--- config.mk ---
export PLATFORM = sky130hd
export DESIGN_NAME = fwd_hazard_unit
export DESIGN_NICKNAME = d
export VERILOG_FILES = /design/src/rtl/fwd_hazard_pkg.sv /design/src/rtl/fwd_hazard_unit_md_interlock.sv /design/src/rtl/fwd_hazard_unit.sv
export SDC_FILE = /design/constraint.sdc
export NUM_CORES = 1
export LEC_CHECK = 0
export ABC_AREA = 1
export CAP_MARGIN = 10
export CELL_PAD_IN_SITES_DETAIL_PLACEMENT = 1
export CELL_PAD_IN_SITES_GLOBAL_PLACEMENT = 1
export CORE_ASPECT_RATIO = 0.75
export CORE_UTILIZATION = 25
export CTS_CLUSTER_SIZE = 28
export DETAILED_ROUTE_END_ITERATION = 12
export MAX_ROUTING_LAYER = met4
export PLACE_DENSITY = 0.72
export SYNTH_ARGS = -nofsm -noshare
export SYNTH_HDL_FRONTEND = slang
export SYNTH_SLANG_ARGS = --single-unit
export TNS_END_PERCENT = 1
--- constraint.sdc ---
create_clock -name clk -period 1.6 [get_ports clk]
set_clock_uncertainty 0.15 [all_clocks]
set_input_delay 0.32 -clock clk [delete_from_list [all_inputs] [get_ports clk]]
set_output_delay 0.32 -clock clk [all_outputs]
set_load 0.01 [all_outputs]
--- src/rtl/fwd_hazard_pkg.sv ---
// rtl/fwd_hazard_pkg.sv - shared types, constants and forwarding-select helper for fwd_hazard_unit
package fwd_hazard_pkg;

  localparam int FWD_RF  = 0;
  // Helper operates on zero-padded vectors so one function serves any REG_AW/NSTG up to these limits.
  localparam int MAX_AW  = 8;
  localparam int MAX_STG = 8;

  typedef enum logic {IDLE = 1'b0, BUSY = 1'b1} md_state_t;

  // Youngest matching stage wins: scan oldest to youngest so younger matches overwrite.
  function automatic logic [3:0] fwd_sel_calc(
    input logic [MAX_AW-1:0]         src,
    input logic [MAX_STG*MAX_AW-1:0] rd_vec,
    input logic [MAX_STG-1:0]        regwrite,
    input int                        nstg
  );
    logic [3:0]        sel;
    logic [MAX_AW-1:0] rd_i;
    sel = 4'(FWD_RF);
    for (int i = MAX_STG - 1; i >= 0; i--) begin
      rd_i = rd_vec[i*MAX_AW +: MAX_AW];
      if (i < nstg && regwrite[i] && rd_i != '0 && rd_i == src) sel = 4'(nstg - i);
    end
    return sel;
  endfunction

endpackage

--- src/rtl/fwd_hazard_unit_md_interlock.sv ---
// rtl/fwd_hazard_unit_md_interlock.sv - multi-cycle multiply/divide busy interlock and misuse flag
module md_interlock
  import fwd_hazard_pkg::*;
#(
  parameter int MD_LAT = 4
) (
  input  logic clk,
  input  logic rst,
  input  logic start,
  output logic busy,
  output logic err
);

  localparam int CW = (MD_LAT > 2) ? $clog2(MD_LAT) : 1;

  md_state_t     state;
  logic [CW-1:0] cnt;

  always_ff @(posedge clk) begin
    if (rst) begin
      state <= IDLE;
      cnt   <= '0;
      err   <= 1'b0;
    end else begin
      case (state)
        IDLE: begin
          if (start) begin
            state <= BUSY;
            cnt   <= CW'(MD_LAT - 1);
          end
        end
        BUSY: begin
          // A second issue while busy is dropped, not restarted.
          if (start) err <= 1'b1;
          if (cnt == CW'(1)) begin
            state <= IDLE;
            cnt   <= '0;
          end else begin
            cnt <= cnt - CW'(1);
          end
        end
        default: begin
          state <= IDLE;
          cnt   <= '0;
        end
      endcase
    end
  end

  assign busy = (state == BUSY);

endmodule

--- src/rtl/fwd_hazard_unit.sv ---
// rtl/fwd_hazard_unit.sv - EX operand forwarding, load-use and mult/div stall generation with stall counter
module fwd_hazard_unit
  import fwd_hazard_pkg::*;
#(
  parameter int REG_AW = 5,
  parameter int NSRC   = 2,
  parameter int NSTG   = 2,
  parameter int MD_LAT = 4,
  parameter int CNT_W  = 16,
  parameter int SEL_W  = $clog2(NSTG + 1)
) (
  input  logic                   clk,
  input  logic                   rst,
  input  logic [NSRC*REG_AW-1:0] idex_src,
  input  logic [NSRC*REG_AW-1:0] ifid_src,
  input  logic [REG_AW-1:0]      idex_rd,
  input  logic                   idex_regwrite,
  input  logic                   idex_memread,
  input  logic [NSTG*REG_AW-1:0] stg_rd,
  input  logic [NSTG-1:0]        stg_regwrite,
  input  logic                   md_start,
  input  logic                   ifid_md_use,
  output logic [NSRC*SEL_W-1:0]  fwd_sel,
  output logic                   stall,
  output logic                   flush_idex,
  output logic                   md_busy,
  output logic                   md_err,
  output logic [CNT_W-1:0]       stall_cnt
);

  logic [MAX_STG*MAX_AW-1:0] rd_pad;
  logic [MAX_STG-1:0]        regwrite_pad;
  logic [NSRC-1:0]           lu_hit;
  logic                      lu;

  always_comb begin
    rd_pad = '0;
    for (int i = 0; i < NSTG; i++) rd_pad[i*MAX_AW +: MAX_AW] = MAX_AW'(stg_rd[i*REG_AW +: REG_AW]);
  end
  assign regwrite_pad = MAX_STG'(stg_regwrite);

  for (genvar j = 0; j < NSRC; j++) begin : g_src
    logic [MAX_AW-1:0] src_pad;
    assign src_pad = MAX_AW'(idex_src[j*REG_AW +: REG_AW]);
    assign fwd_sel[j*SEL_W +: SEL_W] =
      rst ? SEL_W'(FWD_RF) : SEL_W'(fwd_sel_calc(src_pad, rd_pad, regwrite_pad, NSTG));
    assign lu_hit[j] = (ifid_src[j*REG_AW +: REG_AW] == idex_rd);
  end

  assign lu         = idex_memread && idex_regwrite && (idex_rd != '0) && (|lu_hit);
  assign stall      = !rst && (lu || (md_busy && ifid_md_use));
  assign flush_idex = stall;

  md_interlock #(.MD_LAT(MD_LAT)) u_md (
    .clk   (clk),
    .rst   (rst),
    .start (md_start),
    .busy  (md_busy),
    .err   (md_err)
  );

  always_ff @(posedge clk) begin
    if (rst) stall_cnt <= '0;
    else if (stall && stall_cnt != '1) stall_cnt <= stall_cnt + CNT_W'(1);
  end

endmodule

==> out/qor.yml, run 1 <==
power_density_mw_per_mm2: 471.0
layout.cells.non_filler: 446
async_reset_ff_frac: 0
crit_end: "fwd_sel[1]"
fin_crit_sh: 1.186
dr.first_iter.drc_count: 30
antenna_found_initial: 0
reg2reg_from: "stall_cnt[0]$_SDFFE_PP0P_"
slew_viol_final: 0
yosysSeqAreaShare: 0.2490
clkLatencyLatePin_ns: 0.27
syn_nets: 312
dpl.hpwl_mm: 4.460
status: "finished, violations left"
worst-r2r-setup-slack_ns: -0.05
first_global_vias: 2099
start_util: 0.2677
synth_edf_count: 0
crit_path_top_delay_cell: "nor4_4"
worst_pin_slew_ns: 0.2710
grt-ovfl-total: 0
dr_total_vias: 1993
path_max_fanout: 2
dieArea_mm2: 0.006759
yosysMostFrequentCell: "nand2_1"
rsz0062_at_grt: "yes"
r2r_cells: 11
netSwitchingPower_mw: 0.3826
finalWeightedCongestion: 0.7855
violations: "negative setup slack"
io_buffers: 66
grt_max_degree: 27
cp-startpoint: "idex_src[2]"
crit_type: "primary input to output port"
syn_inst: 267
cts_hold_buf: 0
critPathBufInv: 3
synth_area_mm2: 0.001608
antenna_cells: 0
hp-class: "flip-flop to flip-flop"
core_mm2: 0.006006
critPathLaunchType: "primary input"
drive_gt1_frac: 0.3207
htree_num_levels: 1
synth.distinct_cells: 26
vias_per_cell: 4.469
cp.arrival_ns: 1.43
final.fill_count: 787
setup_viol: 12
ant_nets: 0
ys_ff_latch: 20
dieHeight_um: 71.45
fin_ws_ns: -0.2981
max_stage_delay_ns: 0.31
grt_pass1_wl_mm: 9.335
cts_buffers: 3
p_int_mw: 0.9197
synth_commonest_cells: "nand2_1, inv_1, nor2_1, nand3_1, dfxtp_1"
clk_pin_slew_worst_paths_ns: 0.08
synth_top_area_cell: "dfxtp_1"
drv_cap: 0
cts-root-buf: "clkbuf_8"
finalPower_mw: 1.302
critical-path-top-delay-family: "simple AND/OR/NAND/NOR gates"
cp_cell_sequence: "buf_6, xor2_1, or2_4, nor4_4, inv_1, nor2_1, buf_2"
final_nets: 414
finish.instance_area_mm2: 0.002765
row_count: 24
die_width_um: 94.60
routedWlPerCell_um: 12.15
yosysWarningCount: 0
p_seq_frac: 0.397
period_minus_slack_ns: 1.898
share_comb_of_total_power: 0.290
yosys-top-cells-area: "dfxtp_1, nand2_1, inv_1, nor2_1, nand3_1"
ir_drop_v: 0.0002619
maxSlewHeadroom: 0.8187
cts_sinks: 20
p_clk_frac: 0.314
ys.flop_type: "dfxtp_1"
syn_to_final_growth_pct: 71.98
switching_share: 0.2938
grt.total_usage: 0.1773
hold_violations: 0
cp-end-kind: "output port"
drtPass1Iterations: 4
drc: 0
design.portCount: 67
avgSynthCellArea_um2: 6.022
cp.depth: 7
clockBufferDepth: 2
fmax_ghz: 0.5268
required_ns: 1.13
placed_area_mm2: 0.002650
synth_top_area_share: 0.2490
p_leak_nw: 1.443
placedCellCount: 441
timing.rr.end: "stall_cnt[4]$_SDFFE_PP0P_"
drt_wl_total_mm: 5.417
cts_tree: "done"
[registers in the layout, indices dropped and copies added (netlist names)]
register and count:
u_md.busy 1, u_md.err 1, stall_cnt 16, u_md.cnt 2
[cells by family (layout without fill, tap and decap cells)]
logic type | after synthesis | count (layout) | synth area share
AOI/OAI and AO/OA | 13 | 13 | 0.05058
xor gates and xnor gates | 21 | 21 | 0.1144
adders and majority gates | 2 | 2 | 0.01556
buffers and inverters | 49 | 150 | 0.1292
DFF | 20 | 20 | 0.2490
and+or+nand+nor | 162 | 162 | 0.4413
[stage by stage]
stage | util | hold slack, ns | TNS [ns] | setup WS (ns)
3_5_place_dp | 0.4413 | 0.3139 | -17.49 | -1.128
5_1_grt | 0.4604 | 0.3600 | -3.999 | -0.3887
4_1_cts | 0.4548 | 0.3300 | -1.971 | -0.3102
2_1_floorplan | - | 0.2995 | -0.05383 | -0.02074
3_3_place_gp | 0.4413 | 0.2982 | -16.38 | -1.069
6_report | 0.4604 | 0.3215 | -1.773 | -0.2981
[repair_timing]
action                     in CTS  in global routing
setup endpoints to repair      40                 22
gates resized for setup       182                 12
hold endpoints to repair        0                  0
pin swaps                      38                  9
setup buffers                   1                  0
[power groups by stage]
stage	combinational, mW	sequential (mW)	clock [mW]
floorplan	0.149	0.534	0
global placement	0.355	0.527	0
detailed placement	0.369	0.528	0
CTS	0.370	0.517	0.415
global route	0.418	0.518	0.436
finish	0.377	0.517	0.409
[metal layers]
metal | up-vias | wire, µm | GRT usage
li1 | 1036 | - | -
met1 | 924 | 2621 | 0.2245
met2 | 31 | 2645 | 0.3070
met3 | 2 | 134 | 0.02335
met4 | 0 | 15 | 0.02525
met5 | - | 0 | -
[layout by cell type (no fill, tap or decap), drive strengths merged, types with 3 or more instances in the layout]
cell / netlist / routed
nand2: 75 / 75
buf: 6 / 60
nor2: 44 / 44
inv: 42 / 42
dlygate4sd2: 0 / 29
nand3: 23 / 23
dfxtp: 20 / 20
xnor2: 11 / 11
xor2: 10 / 10
nand4: 8 / 8
a21oi: 7 / 7
clkdlybuf4s15: 0 / 7
clkdlybuf4s50: 0 / 6
or2: 5 / 5
clkbuf: 0 / 5
nor3: 4 / 4
nor4: 3 / 3
[area by class of cell]
class                      instances  area (µm²)  share of cell area
inverter                          43       161.4             0.05837
timing repair buffer             103       858.3              0.3104
sequential                        20       414.1              0.1498
clock buffer                       4       55.05             0.01991
tap                               78       97.59             0.03529
multi-input combinational        198        1179              0.4262
[worst register-to-register path, cell delays in order (launching register included)]
cell and delay, ns:
dfxtp_4 0.36, ha_4 0.15, nand2_4 0.05, nor2_4 0.11, nand2_4 0.08, nor2_4 0.12
nand2_4 0.09, buf_6 0.15, nand4_1 0.06, inv_1 0.05, a21oi_1 0.12, nor2_1 0.06
[worst min-delay path by stage]
| stage | from | endpoint | slack, ns | depth (start not counted) |
|---|---|---|---|---|
| floorplan | u_md.cnt[0]$_SDFFE_PP0P_ | u_md.cnt[0]$_SDFFE_PP0P_ | 0.30 | 1 |
| global placement | u_md.err$_SDFFE_PP0P_ | u_md.err$_SDFFE_PP0P_ | 0.30 | 2 |
| detailed placement | u_md.err$_SDFFE_PP0P_ | u_md.err$_SDFFE_PP0P_ | 0.31 | 2 |
| CTS | u_md.err$_SDFFE_PP0P_ | u_md.err$_SDFFE_PP0P_ | 0.33 | 2 |
| global route | u_md.err$_SDFFE_PP0P_ | u_md.err$_SDFFE_PP0P_ | 0.36 | 2 |
| finish | u_md.err$_SDFFE_PP0P_ | u_md.err$_SDFFE_PP0P_ | 0.32 | 2 |
Note: power is estimated with default switching activity, not from simulation.
==> inputs of run 2 (changes only) <==
- CORE_UTILIZATION: 25 -> 37
- DONT_BUFFER_PORTS: default -> 1
- PLACE_DENSITY: 0.72 -> 0.71
- SETUP_SLACK_MARGIN: default -> 0.02
==> run 2 against run 1 <==
The flow still finishes with violations (negative setup slack). Routed wire length down 5.9%. Clock power increased by 13%. Sequential cell count stayed put. Largest power group unchanged. Setup slack improved by 0.17 ns. Final area shrank 22%. Clock-buffer cell count did not move. Highest routed layer unchanged. Global-route usage is 5.0 points higher.
==> out/qor.yml, run 2 (synthesis gave the netlist of run 1 again) <==
ir_drop_v: 0.0005760
drt_wl_total_mm: 5.095
cp-end-kind: "output port"
grt_pass1_wl_mm: 7.990
reg2reg_from: "stall_cnt[1]$_SDFFE_PP0P_"
start_util: 0.3918
setup_viol: 15
largest_reg_flops: 16
path_max_fanout: 3
status: "finished, violations left"
cts-root-buf: "clkbuf_8"
slew_viol_final: 0
grt-ovfl-total: 0
dieArea_mm2: 0.004616
antenna_cells: 0
final.fill_count: 565
syn_to_final_growth_pct: 34.63
grt_max_degree: 17
design.portCount: 67
clk_pin_slew_worst_paths_ns: 0.08
power_density_mw_per_mm2: 560.7
p_clk_frac: 0.381
htree_num_levels: 1
first_global_vias: 1836
fin_ws_ns: -0.1325
worst_pin_slew_ns: 0.3525
crit_type: "primary input to output port"
cts_buffers: 3
worst-r2r-setup-slack_ns: -0.08
rsz0062_at_grt: "yes"
whs_path_depth: 2
fmax_ghz: 0.5772
drive_gt1_frac: 0.2857
p_leak_nw: 1.040
grt.total_usage: 0.2272
finalPower_mw: 1.214
p_seq_frac: 0.427
layout_commonest_cell: "nand2_1"
clockBufferDepth: 2
dieHeight_um: 59.09
worstHoldEndpoint: "u_md.err$_SDFFE_PP0P_"
required_ns: 1.13
hp-class: "primary input to flip-flop"
violations: "negative setup slack"
hold_violations: 0
dpl.hpwl_mm: 4.010
layout.cells.non_filler: 356
placedCellCount: 351
r2r_cells: 11
finalWeightedCongestion: 0.7690
critPathLaunchType: "primary input"
antenna_found_initial: 0
drtPass1Iterations: 4
maxSlewHeadroom: 0.7624
dr_total_vias: 1780
layout_common_cells: "nand2_1, inv_1, nor2_1, buf_4, nand3_1"
dr.first_iter.drc_count: 41
clkLatencyLatePin_ns: 0.27
place_ws_ns: -0.1479
timing.rr.end: "stall_cnt[4]$_SDFFE_PP0P_"
die_width_um: 78.12
regMostFlops: "stall_cnt"
share_comb_of_total_power: 0.192
drc: 0
core_mm2: 0.004104
cts_sinks: 20
vias_per_cell: 5.000
row_count: 20
routedWlPerCell_um: 14.31
ant_nets: 0
final_nets: 347
period_minus_slack_ns: 1.732
drv_cap: 0
cts_tree: "done"
p_int_mw: 0.8821
cp.arrival_ns: 1.26
min_from: "md_start"
fin_crit_sh: 1.083
reg_top3: "stall_cnt: 16 flops, u_md.cnt: 2 flops"
netSwitchingPower_mw: 0.3316
io_buffers: 0
switching_share: 0.2732
run 2: power by group through the flow:
stage	logic (mW)	clock network [mW]	registers [mW]
CTS	0.228	0.477	0.517
finish	0.233	0.463	0.518
detailed placement	0.206	0	0.529
global route	0.260	0.495	0.519
global placement	0.195	0	0.528
floorplan	0.149	0	0.534
run 2: how the worst max path moves through the flow:
| stage | startpoint | endpoint |
|---|---|---|
| 5_1_grt | stall_cnt[1]$_SDFFE_PP0P_ | stall_cnt[4]$_SDFFE_PP0P_ |
| 6_report | stg_rd[3] | fwd_sel[0] |
| 4_1_cts | idex_src[5] | fwd_sel[2] |
| 3_5_place_dp | stg_rd[1] | fwd_sel[2] |
| 2_1_floorplan | stall_cnt[1]$_SDFFE_PP0P_ | stall_cnt[8]$_SDFFE_PP0P_ |
| 3_3_place_gp | stg_rd[5] | fwd_sel[2] |
run 2: layer usage:
layer | up-vias | GRT usage | wire, µm
met1 | 826 | 0.2580 | 2202
met2 | 50 | 0.4173 | 2518
met3 | 6 | 0.06000 | 329
li1 | 898 | - | -
met5 | - | - | 0
met4 | 0 | 0.02646 | 45
run 2: timing repair:
item / CTS / global route
hold buffers: 1 / 0
pin swaps: 8 / 4
resized for setup: 21 / 13
endpoints found under the setup margin: 21 / 21
endpoints found under the hold margin: 7 / 0
buffers inserted: 0 / 0
run 2: metrics by stage:
stage | instance area [µm²] | setup TNS [ns] | utilization | hold WS [ns]
6_report | 2165 | -0.8197 | 0.5274 | 0.05750
3_5_place_dp | 1966 | -1.616 | 0.4790 | 0.2413
4_1_cts | 2116 | -0.7266 | 0.5155 | 0.05712
5_1_grt | 2165 | -2.423 | 0.5274 | 0.07787
2_1_floorplan | 1668 | -0.05383 | - | 0.2995
3_3_place_gp | 1966 | -0.7795 | 0.4790 | 0.2411
run 2: layout make-up:
class	instances	area, µm²	area share
inverter	43	161.4	0.07457
sequential	20	410.4	0.1896
multi-input combinational	198	1169	0.5399
tap	55	68.82	0.03179
timing repair buffer	36	289.0	0.1335
clock buffer	4	66.31	0.03064
run 2: worst max-delay path, stage by stage:
cell and delay, ns:
xor2_1 0.14, or2_2 0.32, nor4_4 0.22, nor3_2 0.09
buf_4 0.16
==> inputs of run 3 (changes only) <==
- CORE_UTILIZATION: 37 -> 39
- CTS_BUF_LIST: default -> sky130_fd_sc_hd__clkbuf_2 sky130_fd_sc_hd__clkbuf_4 sky130_fd_sc_hd__clkbuf_8
- PLACE_DENSITY: 0.71 -> 0.75
==> run 3 against run 2 <==
The flow still finishes with violations (negative setup slack). Critical endpoint is now fwd_sel[3]. Sequential share of layout area is 0.33 points higher. Critical path type unchanged. Sequential cell count unchanged. Sequential power about the same. Largest cell class unchanged. Worst hold slack better by 0.0088 ns. Critical path depth is the same. Fmax grew 0.63%.
==> out/qor.yml, run 3 (synthesis gave the netlist of run 1 again) <==
grt_pass1_wl_mm: 8.500
layout_common_cells: "nand2_1, inv_1, buf_4"
power_density_mw_per_mm2: 514.0
post_cts_buffers: 0
place_ws_ns: -0.1790
drt_wl_total_mm: 5.238
final.fill_count: 513
htree_num_levels: 1
fmax_ghz: 0.5809
slew_viol_final: 0
timing.rr.end: "stall_cnt[4]$_SDFFE_PP0P_"
antenna_found_initial: 0
finalSetupTns_ns: -0.7453
drv_cap: 0
r2r_cells: 11
multi_input_area_mm2: 0.001167
cts_tree: "done"
cp-startpoint: "idex_src[7]"
worst_pin_slew_ns: 0.3250
clk_pin_slew_worst_paths_ns: 0.08
cp-end-kind: "output port"
grt_max_degree: 12
regMostFlops: "stall_cnt"
p_seq_frac: 0.474
cts_sinks: 20
setup_viol: 13
grt.total_usage: 0.2582
routedWlPerCell_um: 14.88
die_width_um: 76.14
cts-root-buf: "clkbuf_8"
netSwitchingPower_mw: 0.3121
dpl.hpwl_mm: 4.007
required_ns: 1.13
dieHeight_um: 57.61
crit_end: "fwd_sel[3]"
hold_violations: 0
reg2reg_from: "stall_cnt[0]$_SDFFE_PP0P_"
p_clk_frac: 0.313
critPathLaunchType: "primary input"
rsz0062_at_grt: "yes"
path_max_fanout: 2
drc: 0
drtPass1Iterations: 4
utilization: 0.5592
ir_drop_v: 0.0002926
wl_met1_mm: 2.352
holdWs_ns: 0.06627
share_comb_of_total_power: 0.213
final_nets: 346
design.portCount: 67
clkLatencyLatePin_ns: 0.26
period_minus_slack_ns: 1.722
wl_met2_mm: 2.612
drive_gt1_frac: 0.2800
placedCellCount: 347
fin_ws_ns: -0.1216
first_global_vias: 1836
finalWeightedCongestion: 0.7619
highest_layer: "met4"
fin_crit_sh: 1.076
register_area_um2: 410.4
vias_per_cell: 4.997
layout_commonest_cell: "nand2_1"
status: "finished, violations left"
core_mm2: 0.003804
p_leak_nw: 1.024
clockBufferDepth: 2
ant_nets: 0
hp-class: "primary input to flip-flop"
dr_total_vias: 1759
worst-r2r-setup-slack_ns: -0.07
largest_reg_flops: 16
grt-ovfl-total: 0
cp.arrival_ns: 1.25
start_util: 0.4227
reg_top3: "stall_cnt: 16 flops, u_md.cnt: 2 flops"
dieArea_mm2: 0.004386
p_int_mw: 0.7812
row_count: 19
crit_type: "primary input to output port"
syn_to_final_growth_pct: 32.30
cts_buffers: 3
switching_share: 0.2855
antenna_cells: 0
wl_met3_um: 224
violations: "negative setup slack"
layout.cells.non_filler: 352
io_buffers: 0
dr.first_iter.drc_count: 47
maxSlewHeadroom: 0.7826
## run 3: cell types whose count changed in the layout (fill, tap and decap cells not counted), moves of 2 or more
cell     change
a21oi_2      -2
nor2_2       +3
a21oi_1      +2
nor2_1       -2
or2_4        -2
nand3_2      +3
nand3_1      -3
or2_2        +2
## run 3: worst min-delay path by stage
| stage | start | end | slack [ns] | cells past startpoint |
|---|---|---|---|---|
| 6_report | md_start | u_md.err$_SDFFE_PP0P_ | 0.07 | 2 |
| 3_3_place_gp | rst | stall_cnt[8]$_SDFFE_PP0P_ | 0.24 | 1 |
| 2_1_floorplan | u_md.cnt[0]$_SDFFE_PP0P_ | u_md.cnt[0]$_SDFFE_PP0P_ | 0.30 | 1 |
| 5_1_grt | md_start | u_md.err$_SDFFE_PP0P_ | 0.06 | 2 |
| 3_5_place_dp | rst | stall_cnt[8]$_SDFFE_PP0P_ | 0.24 | 1 |
| 4_1_cts | md_start | u_md.err$_SDFFE_PP0P_ | 0.06 | 2 |
## run 3: stage by stage
step,cell area (µm²),total power [mW]
after global routing,2127,1.158
after global placement,1954,0.7256
final,2127,1.093
after floorplan,1668,0.6834
after detailed placement,1954,0.7355
after CTS,2073,1.099
## run 3: area by class of cell
| cell class | instances | area share |
|---|---|---|
| inverter | 43 | 0.07588 |
| timing repair buffer | 35 | 0.1306 |
| sequential | 20 | 0.1929 |
| clock buffer | 3 | 0.01941 |
| multi-input combinational | 198 | 0.5488 |
| clock inverter | 1 | 0.001765 |
| tap | 52 | 0.03059 |
## run 3: critical path: stages
cell and delay [ns]:
xor2_1 0.13, or2_2 0.34, nor4_4 0.22, inv_1 0.09
nor2_2 0.15
## run 3: power groups by stage
stage | registers, mW | logic, mW | clock network, mW
final | 0.518 | 0.233 | 0.343
after global routing | 0.519 | 0.260 | 0.379
after CTS | 0.518 | 0.224 | 0.357
after detailed placement | 0.529 | 0.207 | 0
after global placement | 0.528 | 0.197 | 0
after floorplan | 0.534 | 0.149 | 0
## run 3: timing repair
action / CTS / global route
gates cloned: 0 / 0
pin swaps: 12 / 8
hold buffers: 1 / 0
gates resized for setup: 15 / 14
endpoints found under the hold margin: 7 / 0
setup endpoints to repair: 21 / 21
## run 3: routing by layer
metal	global-route usage	up-vias
li1	-	892
met1	0.3019	820
met2	0.4636	40
met3	0.05760	7
met4	0.04396	0
met5	-	-
==> variant: new RTL, config.mk and constraints of run 3 <==
`MD_LAT` is set to 4 in 2 places; all go to 8.
--- a/src/rtl/fwd_hazard_unit_md_interlock.sv
+++ b/src/rtl/fwd_hazard_unit_md_interlock.sv
@@ -3,5 +3,5 @@
   import fwd_hazard_pkg::*;
 #(
-  parameter int MD_LAT = 4
+  parameter int MD_LAT = 8
 ) (
   input  logic clk,
--- a/src/rtl/fwd_hazard_unit.sv
+++ b/src/rtl/fwd_hazard_unit.sv
@@ -6,5 +6,5 @@
   parameter int NSRC   = 2,
   parameter int NSTG   = 2,
-  parameter int MD_LAT = 4,
+  parameter int MD_LAT = 8,
   parameter int CNT_W  = 16,
   parameter int SEL_W  = $clog2(NSTG + 1)
Function: changed (a bounded check fails within 10 cycles, from zero or initial values and one cycle with rst high).
==> variant against run 3 <==
The flow still finishes with violations (negative setup slack); area after synthesis grew 6.8%; via count grew 3.5%; total power up 9.2%; wire length up 1.2%; global-route usage down 3.7 points; first-iteration DRC count is 21% higher; worst setup slack lost 12 ps; cell area grew 3.4%; sequential cell count up 1; critical path depth stayed put; utilization shrank 2.7 points.
==> variant: results (changes against run 3) <==
- Largest net degree at the start of global routing: 19 (was 12)
- RR Endpoint: stall_cnt[14]$_SDFFE_PP0P_ (was stall_cnt[4]$_SDFFE_PP0P_)
- Dpl cells: 357 (was 347)
- Placer Congestion: 0.750 (was 0.762)
- Synth Instances: 278 (was 267)
- Net count, final: 355 (was 346)
- GRT Overall Usage: 22.1% (was 25.8%)
- DP Worst Slack: -101 ps (was -179 ps)
- Hold WS: 52.2 ps (was 66.3 ps)
- Switching share of power: 30.2% (was 28.5%)
- Worst setup slack after layout: -133 ps (was -122 ps)
- Hold Path Cell Cnt: 2 (unchanged)
- HPWL Detailed: 3820 um (was 4010 um)
- Outcome: finished, violations left (unchanged)
- Worst vdd ir: 0.405 mV (was 0.293 mV)
- R2R Setup Slk: 20 ps (was -70 ps)
- CP max stage cell: nor4_2 (was or2_2)
- Synth top cells by count: nand2_1 (69), inv_1 (47), nor2_1 (37), nand3_1 (22), dfxtp_1 (21) (was nand2_1 (72), inv_1 (41), nor2_1 (40), nand3_1 (22), dfxtp_1 (20))
- First-pass GRT wire length: 7890 um (was 8500 um)
- Max_slew headroom: 67.9% (was 78.3%)
- Arr. time, crit path: 1260 ps
- Top post-synthesis cells by area: dfxtp_1 (24%), nand2_1 (15%), inv_1 (10%), nor2_1 (8.1%), xor2_1 (7.6%) (was dfxtp_1 (25%), nand2_1 (17%), inv_1 (9.6%), nor2_1 (9.3%), nand3_1 (6.8%))
- CP max FO: 3 (was 2)
- Async SR Flop Fraction: 0% (unchanged)
- Largest registers: stall_cnt: 16 flops, u_md.cnt: 3 flops (was stall_cnt: 16 flops, u_md.cnt: 2 flops)
- Initial antenna violation count: 0 (unchanged)
- Synth Flop Type: dfxtp_1 (unchanged)
- Routed Wire Length: 5300 um (was 5240 um)
- Total number of yosys warnings: 0 (unchanged)
- Drt first-iter violations: 57 (was 47)
- HP Start: md_start (unchanged)
- Failing checks: negative setup slack (unchanged)
- Syn_nets: 324 (was 312)
- Share of cells above drive strength 1: 24.7% (was 28.0%)
- Sequential share of the synthesized area: 24.5% (was 24.9%)
- Finish-stage setup viols: 2 (was 13)
- Total number of vias: 1820 (was 1759)
- Fillcell total: 561 (was 513)
- Cell area after layout: 2200 um2 (was 2130 um2)
- Placed Area: 2000 um2 (was 1950 um2)
- R2R Path Start: stall_cnt[13]$_SDFFE_PP0P_ (was stall_cnt[0]$_SDFFE_PP0P_)
- Per-cell routed wire length: 14.6 um (was 14.9 um)
- Cts bufs inserted: 3 (unchanged)
- Clk_lat worst skew: 270 ps
- Distinct cells, synth: 30 (was 26)
- Worst r2r path cells: 8 (was 11)
- LEAKAGE: 1.06 nW (was 1.02 nW)
- Post-Route Setup TNS: -248 ps (was -745 ps)
## variant: power groups by stage
stage / Combinational [mW] / Clock, mW / Sequential (mW)
4_1_cts: 0.240 / 0.370 / 0.557
6_report: 0.259 / 0.376 / 0.559
3_3_place_gp: 0.217 / 0 / 0.568
5_1_grt: 0.292 / 0.395 / 0.560
2_1_floorplan: 0.174 / 0 / 0.571
3_5_place_dp: 0.226 / 0 / 0.569
## variant: cell families after synthesis
logic type	Yosys count	share of synthesized area (%)
AO/OA/AOI/OAI	17	5.54
flip-flops	21	24.5
buffers and inverters	56	13.7
AND/OR/NAND/NOR	158	42.4
adder cells (fa/ha/maj)	3	2.19
XOR/XNOR	23	11.7
## variant: worst max path at each step
| stage | start | end | slack (ps) | depth (start not counted) |
|---|---|---|---|---|
| after floorplan | stg_rd[3] | fwd_sel[1] | -0.7 | 5 |
| after global placement | stg_rd[6] | fwd_sel[2] | -90 | 5 |
| after detailed placement | stg_rd[3] | fwd_sel[0] | -100 | 7 |
| after CTS | stg_rd[5] | fwd_sel[2] | -100 | 5 |
| after global routing | stg_rd[5] | fwd_sel[2] | -190 | 5 |
| final | stg_rd[7] | fwd_sel[0] | -130 | 5 |
## variant: metal layers
metal  routed length, um  track usage (%)
met5                   0                -
met4                  30             3.44
met3                 362             5.69
met2                2640             37.0
met1                2270             27.3
## variant: cell type report
cell class	count	area share, %
clock buffers	3	1.88
clock inverters	1	0.228
inverters	49	8.37
multi-input cells	202	56.0
flip-flops and latches	21	19.4
well taps	55	3.13
repair buffers	32	11.0
## variant: what timing repair did
action,in CTS,in global routing
hold buffers,1,0
endpoints found under the setup margin,17,21
pin swaps,1,13
setup buffers,0,0
gates cloned,0,1
hold endpoints to repair,6,0
gates resized for setup,7,23
